[src/rtl/hazard_pkg.sv]
// Shared constants, latency clamp and counter-pair type for the hazard scoreboard.
package hazard_pkg;

  localparam int NREGS_DEF   = 16;
  localparam int MAX_LAT_DEF = 4;
  localparam int WB_DIST_DEF = 2;
  localparam int CNT_W_DEF   = $clog2(MAX_LAT_DEF + WB_DIST_DEF + 1);

  // Counter pair at the default geometry: cycles to forwardable, cycles to RF write.
  typedef struct packed {
    logic [CNT_W_DEF-1:0] rdy_cnt;
    logic [CNT_W_DEF-1:0] wb_cnt;
  } cnt_pair_t;

  function automatic int clamp_lat(input int lat, input int max_lat);
    if (lat < 1) return 1;
    if (lat > max_lat) return max_lat;
    return lat;
  endfunction

endpackage

[src/rtl/hazard_reg_slot.sv]
// One tracked register: forwardable and writeback countdowns with issue load and freeze hold.
module hazard_reg_slot
  import hazard_pkg::*;
#(
  parameter int CNT_W = CNT_W_DEF
) (
  input  logic             clk,
  input  logic             rst_n,
  input  logic             freeze,
  input  logic             load,
  input  logic [CNT_W-1:0] load_rdy,
  input  logic [CNT_W-1:0] load_wb,
  output logic [CNT_W-1:0] rdy_cnt,
  output logic [CNT_W-1:0] wb_cnt
);

  always_ff @(posedge clk or negedge rst_n) begin
    if (!rst_n) begin
      rdy_cnt <= '0;
      wb_cnt  <= '0;
    end else if (!freeze) begin
      if (load) begin
        rdy_cnt <= load_rdy;
        wb_cnt  <= load_wb;
      end else begin
        if (rdy_cnt != '0) rdy_cnt <= rdy_cnt - CNT_W'(1);
        if (wb_cnt != '0)  wb_cnt  <= wb_cnt - CNT_W'(1);
      end
    end
  end

endmodule

[src/rtl/hazard_scoreboard.sv]
// Scoreboard for in-flight register writes: ID stall, bypass select and pending mask.
// Optional HAZ_PERF_CNT_EN adds a saturating stall_cycles counter output.
module hazard_scoreboard
  import hazard_pkg::*;
#(
  parameter int NREGS   = NREGS_DEF,
  parameter int REG_W   = $clog2(NREGS),
  parameter int MAX_LAT = MAX_LAT_DEF,
  parameter int WB_DIST = WB_DIST_DEF,
  parameter int CNT_W   = $clog2(MAX_LAT + WB_DIST + 1)
) (
  input  logic             clk,
  input  logic             rst_n,
  input  logic             issue_valid,
  input  logic [REG_W-1:0] issue_rs1,
  input  logic             issue_rs1_used,
  input  logic [REG_W-1:0] issue_rs2,
  input  logic             issue_rs2_used,
  input  logic [REG_W-1:0] issue_rd,
  input  logic             issue_rd_en,
  input  logic [CNT_W-1:0] issue_lat,
  input  logic             flush,
  input  logic             freeze,
  output logic             stall,
  output logic             rs1_fwd,
  output logic [CNT_W-1:0] rs1_fwd_age,
  output logic             rs2_fwd,
  output logic [CNT_W-1:0] rs2_fwd_age,
  output logic [NREGS-1:0] pending_mask
`ifdef HAZ_PERF_CNT_EN
  ,
  output logic [31:0]      stall_cycles
`endif
);

  logic [CNT_W-1:0] rdy_cnt [NREGS];
  logic [CNT_W-1:0] wb_cnt  [NREGS];
  logic [CNT_W-1:0] lat_c;
  logic [CNT_W-1:0] load_rdy;
  logic [CNT_W-1:0] load_wb;
  logic             raw1, raw2, waw, accept;

  assign lat_c    = CNT_W'(clamp_lat(int'(issue_lat), MAX_LAT));
  assign load_rdy = lat_c - CNT_W'(1);
  assign load_wb  = lat_c - CNT_W'(1) + CNT_W'(WB_DIST);

  // r0 is hardwired: never pending, never a hazard.
  assign rdy_cnt[0] = '0;
  assign wb_cnt[0]  = '0;

  for (genvar r = 1; r < NREGS; r++) begin : g_slot
    hazard_reg_slot #(.CNT_W(CNT_W)) u_slot (
      .clk      (clk),
      .rst_n    (rst_n),
      .freeze   (freeze),
      .load     (accept && issue_rd_en && (issue_rd == REG_W'(r))),
      .load_rdy (load_rdy),
      .load_wb  (load_wb),
      .rdy_cnt  (rdy_cnt[r]),
      .wb_cnt   (wb_cnt[r])
    );
  end

  assign raw1   = issue_rs1_used && (issue_rs1 != '0) && (rdy_cnt[issue_rs1] != '0);
  assign raw2   = issue_rs2_used && (issue_rs2 != '0) && (rdy_cnt[issue_rs2] != '0);
  // A shorter-latency write may not overtake an older one to the same register.
  assign waw    = issue_rd_en && (issue_rd != '0) && (rdy_cnt[issue_rd] > load_rdy);
  assign stall  = issue_valid && (raw1 || raw2 || waw);
  assign accept = issue_valid && !stall && !flush && !freeze;

  assign rs1_fwd = issue_valid && issue_rs1_used && (issue_rs1 != '0) &&
                   (rdy_cnt[issue_rs1] == '0) && (wb_cnt[issue_rs1] != '0);
  assign rs2_fwd = issue_valid && issue_rs2_used && (issue_rs2 != '0) &&
                   (rdy_cnt[issue_rs2] == '0) && (wb_cnt[issue_rs2] != '0);
  assign rs1_fwd_age = rs1_fwd ? wb_cnt[issue_rs1] : '0;
  assign rs2_fwd_age = rs2_fwd ? wb_cnt[issue_rs2] : '0;

  always_comb begin
    pending_mask = '0;
    for (int r = 1; r < NREGS; r++) pending_mask[r] = (wb_cnt[r] != '0);
  end

`ifdef HAZ_PERF_CNT_EN
  always_ff @(posedge clk or negedge rst_n) begin
    if (!rst_n) stall_cycles <= '0;
    else if (!freeze && stall && (stall_cycles != '1)) stall_cycles <= stall_cycles + 32'd1;
  end
`endif

endmodule

[config.mk]
export PLATFORM = sky130hd
export DESIGN_NAME = hazard_scoreboard
export DESIGN_NICKNAME = d
export VERILOG_FILES = /design/src/rtl/hazard_pkg.sv /design/src/rtl/hazard_reg_slot.sv /design/src/rtl/hazard_scoreboard.sv
export SDC_FILE = /design/constraint.sdc
export NUM_CORES = 1
export LEC_CHECK = 0
export CAP_MARGIN = 5
export CELL_PAD_IN_SITES_DETAIL_PLACEMENT = 1
export CELL_PAD_IN_SITES_GLOBAL_PLACEMENT = 1
export CORE_MARGIN = 2
export CORE_UTILIZATION = 51
export CTS_CLUSTER_DIAMETER = 30
export DETAILED_ROUTE_END_ITERATION = 6
export DONT_BUFFER_PORTS = 1
export GPL_TIMING_DRIVEN = 0
export PLACE_DENSITY_LB_ADDON = 0.1
export SLEW_MARGIN = 20
export SYNTH_ARGS = -nofsm -noshare
export SYNTH_HDL_FRONTEND = slang
export SYNTH_SLANG_ARGS = --single-unit
[constraint.sdc]
create_clock -name clk -period 4.6 [get_ports clk]
set_input_delay 0 -clock clk [delete_from_list [all_inputs] [get_ports clk]]
set_output_delay 0 -clock clk [all_outputs]
set_load 0.05 [all_outputs]
# Word-level counts from Yosys, hierarchy flattened
# Index checks and enable logic that the tools add are counted.
# classes
n_mux,84
reduce_logical,138
order_cmp,6
n_addsub,32
n_eq_ne,15
bitwise_logic,4
# op_table
op,n
2-to-1 mux 3 bit,75
nonzero test 3 bit,34
"subtractor 3 x 1 -> 3 bit, second input constant",31
binary-select mux 3 bit (select 4 bit),5
AND reduction 2 bit,30
nonzero test 2 bit,30
logical AND 1 bit,34
"== test 4 bit, second input constant",8
"== test 4 x 3 -> 1 bit, second input constant",4
"greater-or-equal comparator 5 bit, second input constant",3
NOT 4 -> 5 bit,3
nonzero test 4 bit,3
"== test 4 x 2 -> 1 bit, second input constant",2
zero test 3 bit,2
"== test 4 x 1 -> 1 bit, second input constant",1
2-to-1 mux 1 bit,4
"adder 3 x 2 -> 3 bit, second input constant",1
greater-than comparator 3 bit,1
"greater-than comparator 3 bit, second input constant",1
zero test 1 bit,3
"less-than comparator 3 x 1 -> 1 bit, second input constant",1
logical OR 1 bit,2
NOT 1 bit,1
# word_totals
output_inout_bits,25
register_bits,90
inputBits,23
word_cells,309

# Logic depth before layout (Yosys ltp)
# Gate-level depths: netlist of the first run.
# depth
depth_word,18
depth_mapped,19
depth_no_buf,14

# Cells and area by module
# A second synthesis of the first run with hierarchy kept.
# hier_totals
cells_unflattened,922
hier_area_um2,8912.3
# modules_own_cells
module,instances,area_each_um2,seq_area_each_um2,cells_each
hazard_reg_slot,15,447.9,150.1,45
hazard_scoreboard,1,2193.4,0.0,247

# Worst setup path before layout of the first run
# No wires, ideal clock.
# synth_timing
kind,input to output
from,in issue_rd[0]
to,out stall
cell_stages,11
slack_ns,1.058
t_required_ns,4.600
t_arrival_ns,3.542
cell_sequence,buf_2 -> buf_1 -> mux4_2 -> mux4_2 -> ha_1 -> nor3b_1 -> o22ai_1 -> o2111ai_1 -> nand4_4 -> buf_8 -> a31oi_1
# synth_between
elab_chain_cells,8
word_cells_on_any_way,10
cone_classes,order compare: 1; mux: 3; bitwise: 1; reduce/logical: 5
# synth_lines
item,line,source
from (decl),hazard_scoreboard.sv:19,"input logic [REG_W-1:0] issue_rd,"
NOT 4 -> 5 bit (not written as such),hazard_scoreboard.sv:67,assign waw = issue_rd_en && (issue_rd != '0) && (rdy_cnt[issue_rd] > load_rdy);
binary-select mux 3 bit (select 4 bit),hazard_scoreboard.sv:67,
2-to-1 mux 3 bit (not written as such) (2 in series),hazard_scoreboard.sv:67,
greater-than comparator 3 bit,hazard_scoreboard.sv:67,
logical AND 1 bit (*),hazard_scoreboard.sv:67,
logical OR 1 bit (*),hazard_scoreboard.sv:68,assign stall = issue_valid && (raw1 || raw2 || waw);
logical AND 1 bit (*),hazard_scoreboard.sv:68,
to (decl),hazard_scoreboard.sv:24,"output logic stall,"
# Mark *: on every way between the ends. The rest lies on a longest branch, timed or not. The select of a mux whose other input is x is not followed.

# Final worst setup path of the first run
# layout_timing
from,reg g_slot[14].u_slot.rdy_cnt[2]
to,reg g_slot[11].u_slot.rdy_cnt[0]
# layout_between
elab_chain_cells,16
word_cells_on_any_way,27
cone_classes,order compare: 1; mux: 10; reduce/logical: 16
# layout_lines
item,line,source
from (decl),hazard_reg_slot.sv:13,"output logic [CNT_W-1:0] rdy_cnt,"
from (signal assigned),hazard_reg_slot.sv:23,rdy_cnt <= load_rdy;
from (signal assigned),hazard_reg_slot.sv:26,if (rdy_cnt != '0) rdy_cnt <= rdy_cnt - CNT_W'(1);
"parallel branches: the longest is 6 deep, another holds greater-than comparator 3 bit",--,
logical OR 1 bit (*),hazard_scoreboard.sv:68,
logical AND 1 bit (*),hazard_scoreboard.sv:68,
zero test 1 bit (*),hazard_scoreboard.sv:69,assign accept = issue_valid && !stall && !flush && !freeze;
logical AND 1 bit (*) (3 in series),hazard_scoreboard.sv:69,
logical AND 1 bit (*) (2 in series),hazard_scoreboard.sv:56,".load (accept && issue_rd_en && (issue_rd == REG_W'(r))),"
nonzero test 2 bit (no source line),--,
AND reduction 2 bit (no source line),--,
to (signal assigned),hazard_reg_slot.sv:23,
to (signal assigned),hazard_reg_slot.sv:26,
to (decl),hazard_reg_slot.sv:13,
# Every way passes the cells marked *. The select of a mux whose other input is x is not followed.
# A chain may end at the register's enable or synchronous reset.

==> results.md, run 1 <==
- Fin nets: roughly 1.0k
- Worst hold slack: ~0.13 ns
- R2R depth: 11
- Most used DFF post-synth: dfrtp_1
- Most common cell in the synthesized netlist: dfrtp_1
- Top cell type's share of synthesized area: between 20% and 30%
- Most frequent CP cell: mux4_2
- Gr ovfl total: 0
- Netlist cell types: between 60 and 70
- R2R Path End: g_slot[11].u_slot.rdy_cnt[0]$_DFFE_PN0P_
- Max-Slew Margin vs Limit: 27.1%
- Resized Gates After CTS: 0
- Final setup violating endpoints: 0
- First-pass GRT wire length: between 40 and 50 mm
- Static Leak: between 3 and 4 nW
- Hold crit path type: input port to flip-flop
- Tmin final: about 3.9 ns
- GP Congestion: a little under 1
- Power Density: approximately 550 mW/mm2
- EDFF count, synth: 0
- Clock latency on the worst-skew pair: between 0.3 and 0.4 ns
- Setup TNS after final layout: 0 ns
- Post-route DRC: 0
- CTS Sinks: 90
- Post-synth ARST share: 100%
- Critical path class: flip-flop to flip-flop
- Largest net degree at the start of global routing: 91
- Fmax: ~0.26 GHz
- Setup crit start kind: flip-flop
- CTS max path bufs: 2
- Htree depth: 3
- Avg Vias per Cell: between 6 and 7
- 1st-iter DRT viols: 780
- CP max FO: 10
- R2r setup slk: approximately 0.71 ns
- Slowest cell on the critical path: mux4_2
- Initial antenna violation count: 0
- Avg Inst Size Synth: ~9.0 um2
- Worst EP required: 4.80 ns
- Reg clk slew, reported paths: 0.07 ns
- Drt wl/cell: between 20 and 30 um
- Top post-synthesis cells by area: dfrtp_1, ha_1, mux4_2
- Fraction of layout cells with a size suffix above 1: between 10 and 15%
- Cts bufs inserted: 9
- # diodes: 0
- Fin. Hold Viols: 0
- Cell row count: 47
- WHS Path Cells: 3
- Height of the die: 134 um
- Syn Nets: between 1k and 1.5k
- Area growth, synth to finish: 7.55%
- Core Area: 0.0165 mm2
- Cells after Synth: roughly 950
- Top post-synthesis cells by count: dfrtp_1, nor2_1, inv_1
- Post-Syn Area: around 0.0086 mm2
- Max stage delay on crit path: 0.52 ns
- CTS tree: done
- Buffers added on ports: 0
- Fillers: 1958
- Die footprint: between 0.015 and 0.02 mm2
- Drt pass-1 iters: 5
- Hold endpoint: g_slot[11].u_slot.rdy_cnt[0]$_DFFE_PN0P_
- Tcrit/Tclk final: a little over four fifths
- Status: finished, final reports clean
- Maxcap violations: 0
- Total number of vias: 8180
- Max IR drop VDD: roughly 0.27 mV
- Starting Density: around 52%
- Worst-margin pin slew: 1.09 ns
- Yosys reg bits: 90
- Tot GR Track Use: a little under two fifths
- I/O Pins: 48
- Die width: 134 um
- CP Data Arrival Time: 4.09 ns
- Number of synthesis warnings: 0
- Max-slew violations: 0
- Setup Skew: slightly above 0.006 ns
- Area leader, netlist: dfrtp_1
- Post-synthesis sequential area ratio: between 20% and 30%
- Clk root buf: clkbuf_16
- CP Cell Sequence: mux4_2 > mux4_2 > ha_1 > and3_1 > o211ai_1 > o2111ai_1 > nand4_4 > buf_8 > nand4_1 > a21oi_1 > o22ai_1
- Post-DP HPWL: 23.8 mm
- Antenna viol nets, final: 0
- Worst Setup End Kind: flip-flop
- Reg2reg start: g_slot[14].u_slot.rdy_cnt[2]$_DFFE_PN0P_
- Vias in the first global route: around 8.5k
- Hold Startpoint: issue_lat[2]
- RSZ-0062 raised after global routing: false
- Total wire length: around 32 mm
-- worst max path at each step --
stage,end,depth (start not counted),from
after floorplan,stall,11,issue_rd[0]
after global placement,g_slot[11].u_slot.rdy_cnt[0]$_DFFE_PN0P_,13,issue_rd[0]
after detailed placement,g_slot[11].u_slot.rdy_cnt[0]$_DFFE_PN0P_,13,issue_rd[0]
after CTS,g_slot[11].u_slot.rdy_cnt[0]$_DFFE_PN0P_,11,g_slot[14].u_slot.rdy_cnt[2]$_DFFE_PN0P_
after global routing,stall,11,issue_rd[0]
final,g_slot[11].u_slot.rdy_cnt[0]$_DFFE_PN0P_,11,g_slot[14].u_slot.rdy_cnt[2]$_DFFE_PN0P_
-- cells in the final DEF (no fill, tap or decap), types with 5 or more instances in the layout --
master and instances:
nand4_4 9, and4_1 10, buf_1 8, inv_1 72, nand4_1 18, or3_1 5, clkbuf_16 9, mux2i_1 18
a211oi_1 5, and2_1 7, o21a_1 21, a211oi_2 11, nor3_1 24, nor4b_1 27, nor2b_1 30, nor4_1 17
nand3_1 9, a21oi_1 8, o22ai_1 36, nand2b_1 47, mux4_2 33, dfrtp_1 90, nor2_1 86, o21ai_0 47
ha_1 63, nand2_1 43, nor3b_1 6, and3_1 34, o211ai_1 28, clkbuf_1 28, a22o_1 6, o211a_1 22
buf_2 22
-- final cells by class --
class                   instances  area, um2  share of cell area (%)
repair buffers                  3       47.5                   0.516
multi-input cells             719       5700                    61.8
clock inverters                 5       78.8                   0.855
flip-flops and latches         90       2250                    24.4
well taps                     220        275                    2.99
inverters                      72        270                    2.93
clock buffers                  10        239                    2.59
plain buffers                  67        355                    3.86
-- report_power, final --
| group | leakage, nW | total (W) | internal, W | switching, W |
|---|---|---|---|---|
| clock network | 0.158 | 0.000844 | 0.000488 | 0.000356 |
| registers | 0.985 | 0.00173 | 0.00114 | 0.000590 |
| logic | 2.78 | 0.00247 | 0.00114 | 0.00133 |
-- cells by family (layout without fill, tap and decap cells) --
kind of cell / count (synthesis) / count (layout) / synth area share, %
AO/OA/AOI/OAI: 214 / 214 / 18.6
XOR/XNOR: 2 / 2 / 0.204
adder cells (fa/ha/maj): 63 / 63 / 9.20
buffers and inverters: 139 / 157 / 7.30
flip-flops: 90 / 90 / 26.3
multiplexers: 56 / 56 / 11.4
other: 1 / 1 / 0.0438
AND/OR/NAND/NOR: 383 / 383 / 27.0
-- state kept, by name, summed over array words and instances, names as in the netlist --
register / flops
g_slot.u_slot.rdy_cnt: 45
g_slot.u_slot.wb_cnt: 45
-- metrics by stage --
step	cell area (um2)	setup slack, ns	util (%)	total power [W]	cells
2_1_floorplan	8570	1.06	-	0.00340	948
3_3_place_gp	8840	0.591	53.5	0.00387	1168
3_5_place_dp	8850	0.446	53.6	0.00413	1168
4_1_cts	9220	0.785	55.8	0.00501	1186
5_1_grt	9220	0.559	55.8	0.00537	1186
6_report	9220	0.715	55.8	0.00505	1186
-- critical path, delay by kind of cell (launching register included) --
family          cells  cell delay [ns]
mux                 2             1.02
fa+ha+maj           1             0.39
compound gates      4             0.86
simple gates        3             0.75
flops               1             0.48
buf+inv             1             0.20
-- what timing repair did --
| action | CTS | global route |
|---|---|---|
| setup buffers | 0 | 0 |
| hold endpoints to repair | 94 | 0 |
| hold buffers | 3 | 0 |
| endpoints found under the setup margin | 0 | 0 |
-- layer usage --
metal  track usage, %  share of wire (%)
met1             47.8                 40
met2             58.8                 47
met3             5.82                8.5
met4             20.1                5.0
met5                0                  0
Note: power is estimated with default switching activity, not from simulation.
==> inputs of run 2 (changes only) <==
CORE_UTILIZATION = 46   (was 51)
clock period = 3.25 ns   (was 4.6 ns; I/O delays follow)
==> run 2 against run 1 <==
Effect of this change:
- the run now ends with setup timing left
- non-clock buffer count rose by 46
- final cell count up 4.8%
- hold slack worse by 0.0065 ns
- clock skew up 0.0028 ns
- fmax up 11%
- clock power is 28% higher
- count of clock-buffer cells in the layout unchanged
- global-route usage decreased by 2.0 points
- largest cell class unchanged
==> results.md, run 2 (synthesized netlist as in run 1, its figures left out) <==
- Status: finished, violations left
- Failing checks: setup timing
- Met1 GRT Util: 46.5% (-1.3 points)
- Worst-margin pin slew: 1.31 ns (+0.216 ns)
- Starting Density: 47.2% (-4.6 points)
- # diodes: 0 (unchanged)
- Cell row count: 49 (+4.3%)
- M3 GR Usage: 7.25% (+1.4 points)
- Vias in the first global route: 8480 (+0.34%)
- Buffers added on ports: 0 (unchanged)
- DP Area: 0.00887 mm2 (+0.17%)
- Worst hold slack: 0.122 ns (-0.00649 ns)
- Post-route DRC: 0 (unchanged)
- Fin. Hold Viols: 0 (unchanged)
- Post-DP HPWL: 22.7 mm (-4.5%)
- Clk root buf: clkbuf_16
- Avg Vias per Cell: 6.70 (-2.8%)
- Drt wl/cell: 27.7 um (+1.9%)
- CTS max path bufs: 2 (unchanged)
- CP Data Arrival Time: 3.75 ns (-0.34 ns)
- Most Crowded Layer GR: met2
- Static Leak: 4.40 nW (+12%)
- Worst Setup End Kind: flip-flop
- Hold crit path type: input port to flip-flop
- Largest net degree at the start of global routing: 91 (unchanged)
- Routing usage on met2: 53.3% (-5.5 points)
- Most common cell after layout, fill and taps aside: nor2_1
- CTS Sinks: 90 (unchanged)
- Max-Slew Margin vs Limit: 12.6% (-14 points)
- R2r setup slk: -0.25 ns (-0.97 ns)
- Tot GR Track Use: 34.7% (-2.0 points)
- Height of the die: 140 um (+5.1%)
- Tmin final: 3.50 ns (-0.382 ns)
- Drt pass-1 iters: 4 (-1)
- Post-route total power: 0.00751 W (+49%)
- Design area: 0.0103 mm2 (+12%)
- GP Congestion: 0.931 (-5.4%)
- Reg clk slew, reported paths: 0.08 ns (about the same)
- Setup crit start kind: flip-flop
- I/O Pins: 48 (unchanged)
- Worst EP required: 3.50 ns (-1.30 ns)
- RSZ-0062 raised after global routing: true
- First-pass GRT wire length: 51.3 mm (+4.2%)
- Total number of vias: 8331 (+1.8%)
- Most frequent cells in the layout: nor2_1, dfrtp_1, inv_1
- CP max FO: 6 (-4)
- Final setup violating endpoints: 89 (+89)
- Fin nets: 1095 (+4.5%)
- Area growth, synth to finish: 20.7%
- Clock latency on the worst-skew pair: 0.36 ns (about the same)
- Cts bufs inserted: 9 (unchanged)
- Die width: 140 um (+5.1%)
- Fmax: 0.285 GHz (+11%)
- Max-slew violations: 0 (unchanged)
- Tcrit/Tclk final: 108% (+23 points)
- Critical path class: flip-flop to flip-flop
- Core Area: 0.0181 mm2 (+9.8%)
- Fraction of layout cells with a size suffix above 1: 25.0% (+13 points)
- Htree depth: 3 (unchanged)
- CTS tree: done
- Total wire length: 34.5 mm (+6.8%)
- Gr ovfl total: 0 (unchanged)
- Maxcap violations: 0 (unchanged)
- 1st-iter DRT viols: 614 (-21%)
- Post-route setup slack: -0.254 ns (-0.968 ns)
- Antenna viol nets, final: 0 (unchanged)
- Biggest regs: g_slot.u_slot.rdy_cnt (45), g_slot.u_slot.wb_cnt (45)
- Setup Skew: 0.00901 ns (+0.00285 ns)
- Setup TNS after final layout: -10.44 ns (-10.44 ns)
- Die footprint: 0.0197 mm2 (+11%)
- Initial antenna violation count: 0 (unchanged)
- Power Density: 726 mW/mm2 (+33%)
- Max IR drop VDD: 0.382 mV (+41%)
[run 2: cell count changes in the layout (fill, tap and decap cells not counted), sizes merged]
cell / before / now
clkbuf: 38 / 43
inv: 72 / 73
bufinv: 2 / 0
nand4: 28 / 29
clkinv: 3 / 5
buf: 40 / 81
[run 2: layout make-up]
cell class / instances / area, um2
Buffer: 65 / 448
Clock buffer: 10 / 239
Clock inverter: 6 / 41.3
Fill cell: 2088 / 7800
Inverter: 72 / 270
Multi-Input combinational cell: 720 / 6140
Sequential cell: 90 / 2270
Tap cell: 229 / 287
Timing Repair Buffer: 51 / 646
[run 2: repair_timing]
action,CTS,global route
pin swaps,35,29
resized for setup,100,87
gates cloned,11,3
hold buffers,3,0
setup buffers,24,12
setup endpoints to repair,91,91
endpoints found under the hold margin,94,0
[run 2: metal layers]
layer	share of wire, %	wire length, um	vias up
met3	7.6	2610	92
met1	43	14800	4246
met2	44	15300	339
met4	5.1	1750	0
met5	0	0	-
li1	-	-	3654
[run 2: path summary, 6_finish.rpt]
check | from | to | cells past startpoint
hold / removal | issue_lat[2] | g_slot[11].u_slot.rdy_cnt[0]$_DFFE_PN0P_ | 3
setup reg to reg | g_slot[10].u_slot.rdy_cnt[2]$_DFFE_PN0P_ | g_slot[11].u_slot.rdy_cnt[1]$_DFFE_PN0P_ | 11
hold reg to reg | g_slot[1].u_slot.wb_cnt[1]$_DFFE_PN0P_ | g_slot[1].u_slot.wb_cnt[1]$_DFFE_PN0P_ | 1
min in group asynchronous | rst_n | g_slot[10].u_slot.rdy_cnt[2]$_DFFE_PN0P_ | 2
max in group asynchronous | rst_n | g_slot[7].u_slot.rdy_cnt[2]$_DFFE_PN0P_ | 2
setup / recovery | g_slot[10].u_slot.rdy_cnt[2]$_DFFE_PN0P_ | g_slot[11].u_slot.rdy_cnt[1]$_DFFE_PN0P_ | 11
[run 2: power breakdown]
group | internal [W] | switching [W]
logic | 0.00191 | 0.00206
registers | 0.00164 | 0.000828
clock network | 0.000543 | 0.000532
[run 2: worst max-delay path, stage by stage (launching register included)]
cell       delay [ns]
dfrtp_2          0.46
mux4_2           0.48
mux4_2           0.52
ha_4             0.33
nor3b_2          0.21
o22ai_2          0.11
o2111ai_4        0.14
nand4_4          0.16
buf_6            0.18
and4_4           0.16
or4b_1           0.50
o211a_1          0.14
[run 2: per-stage QoR]
| step | cells | setup WS (ns) | util (%) |
|---|---|---|---|
| 2_1_floorplan | 948 | 0.0267 | - |
| 4_1_cts | 1230 | -0.249 | 54.7 |
| 6_report | 1243 | -0.254 | 57.0 |
| 3_5_place_dp | 1177 | -0.672 | 48.9 |
| 3_3_place_gp | 1177 | -0.631 | 48.9 |
| 5_1_grt | 1243 | -0.322 | 57.0 |
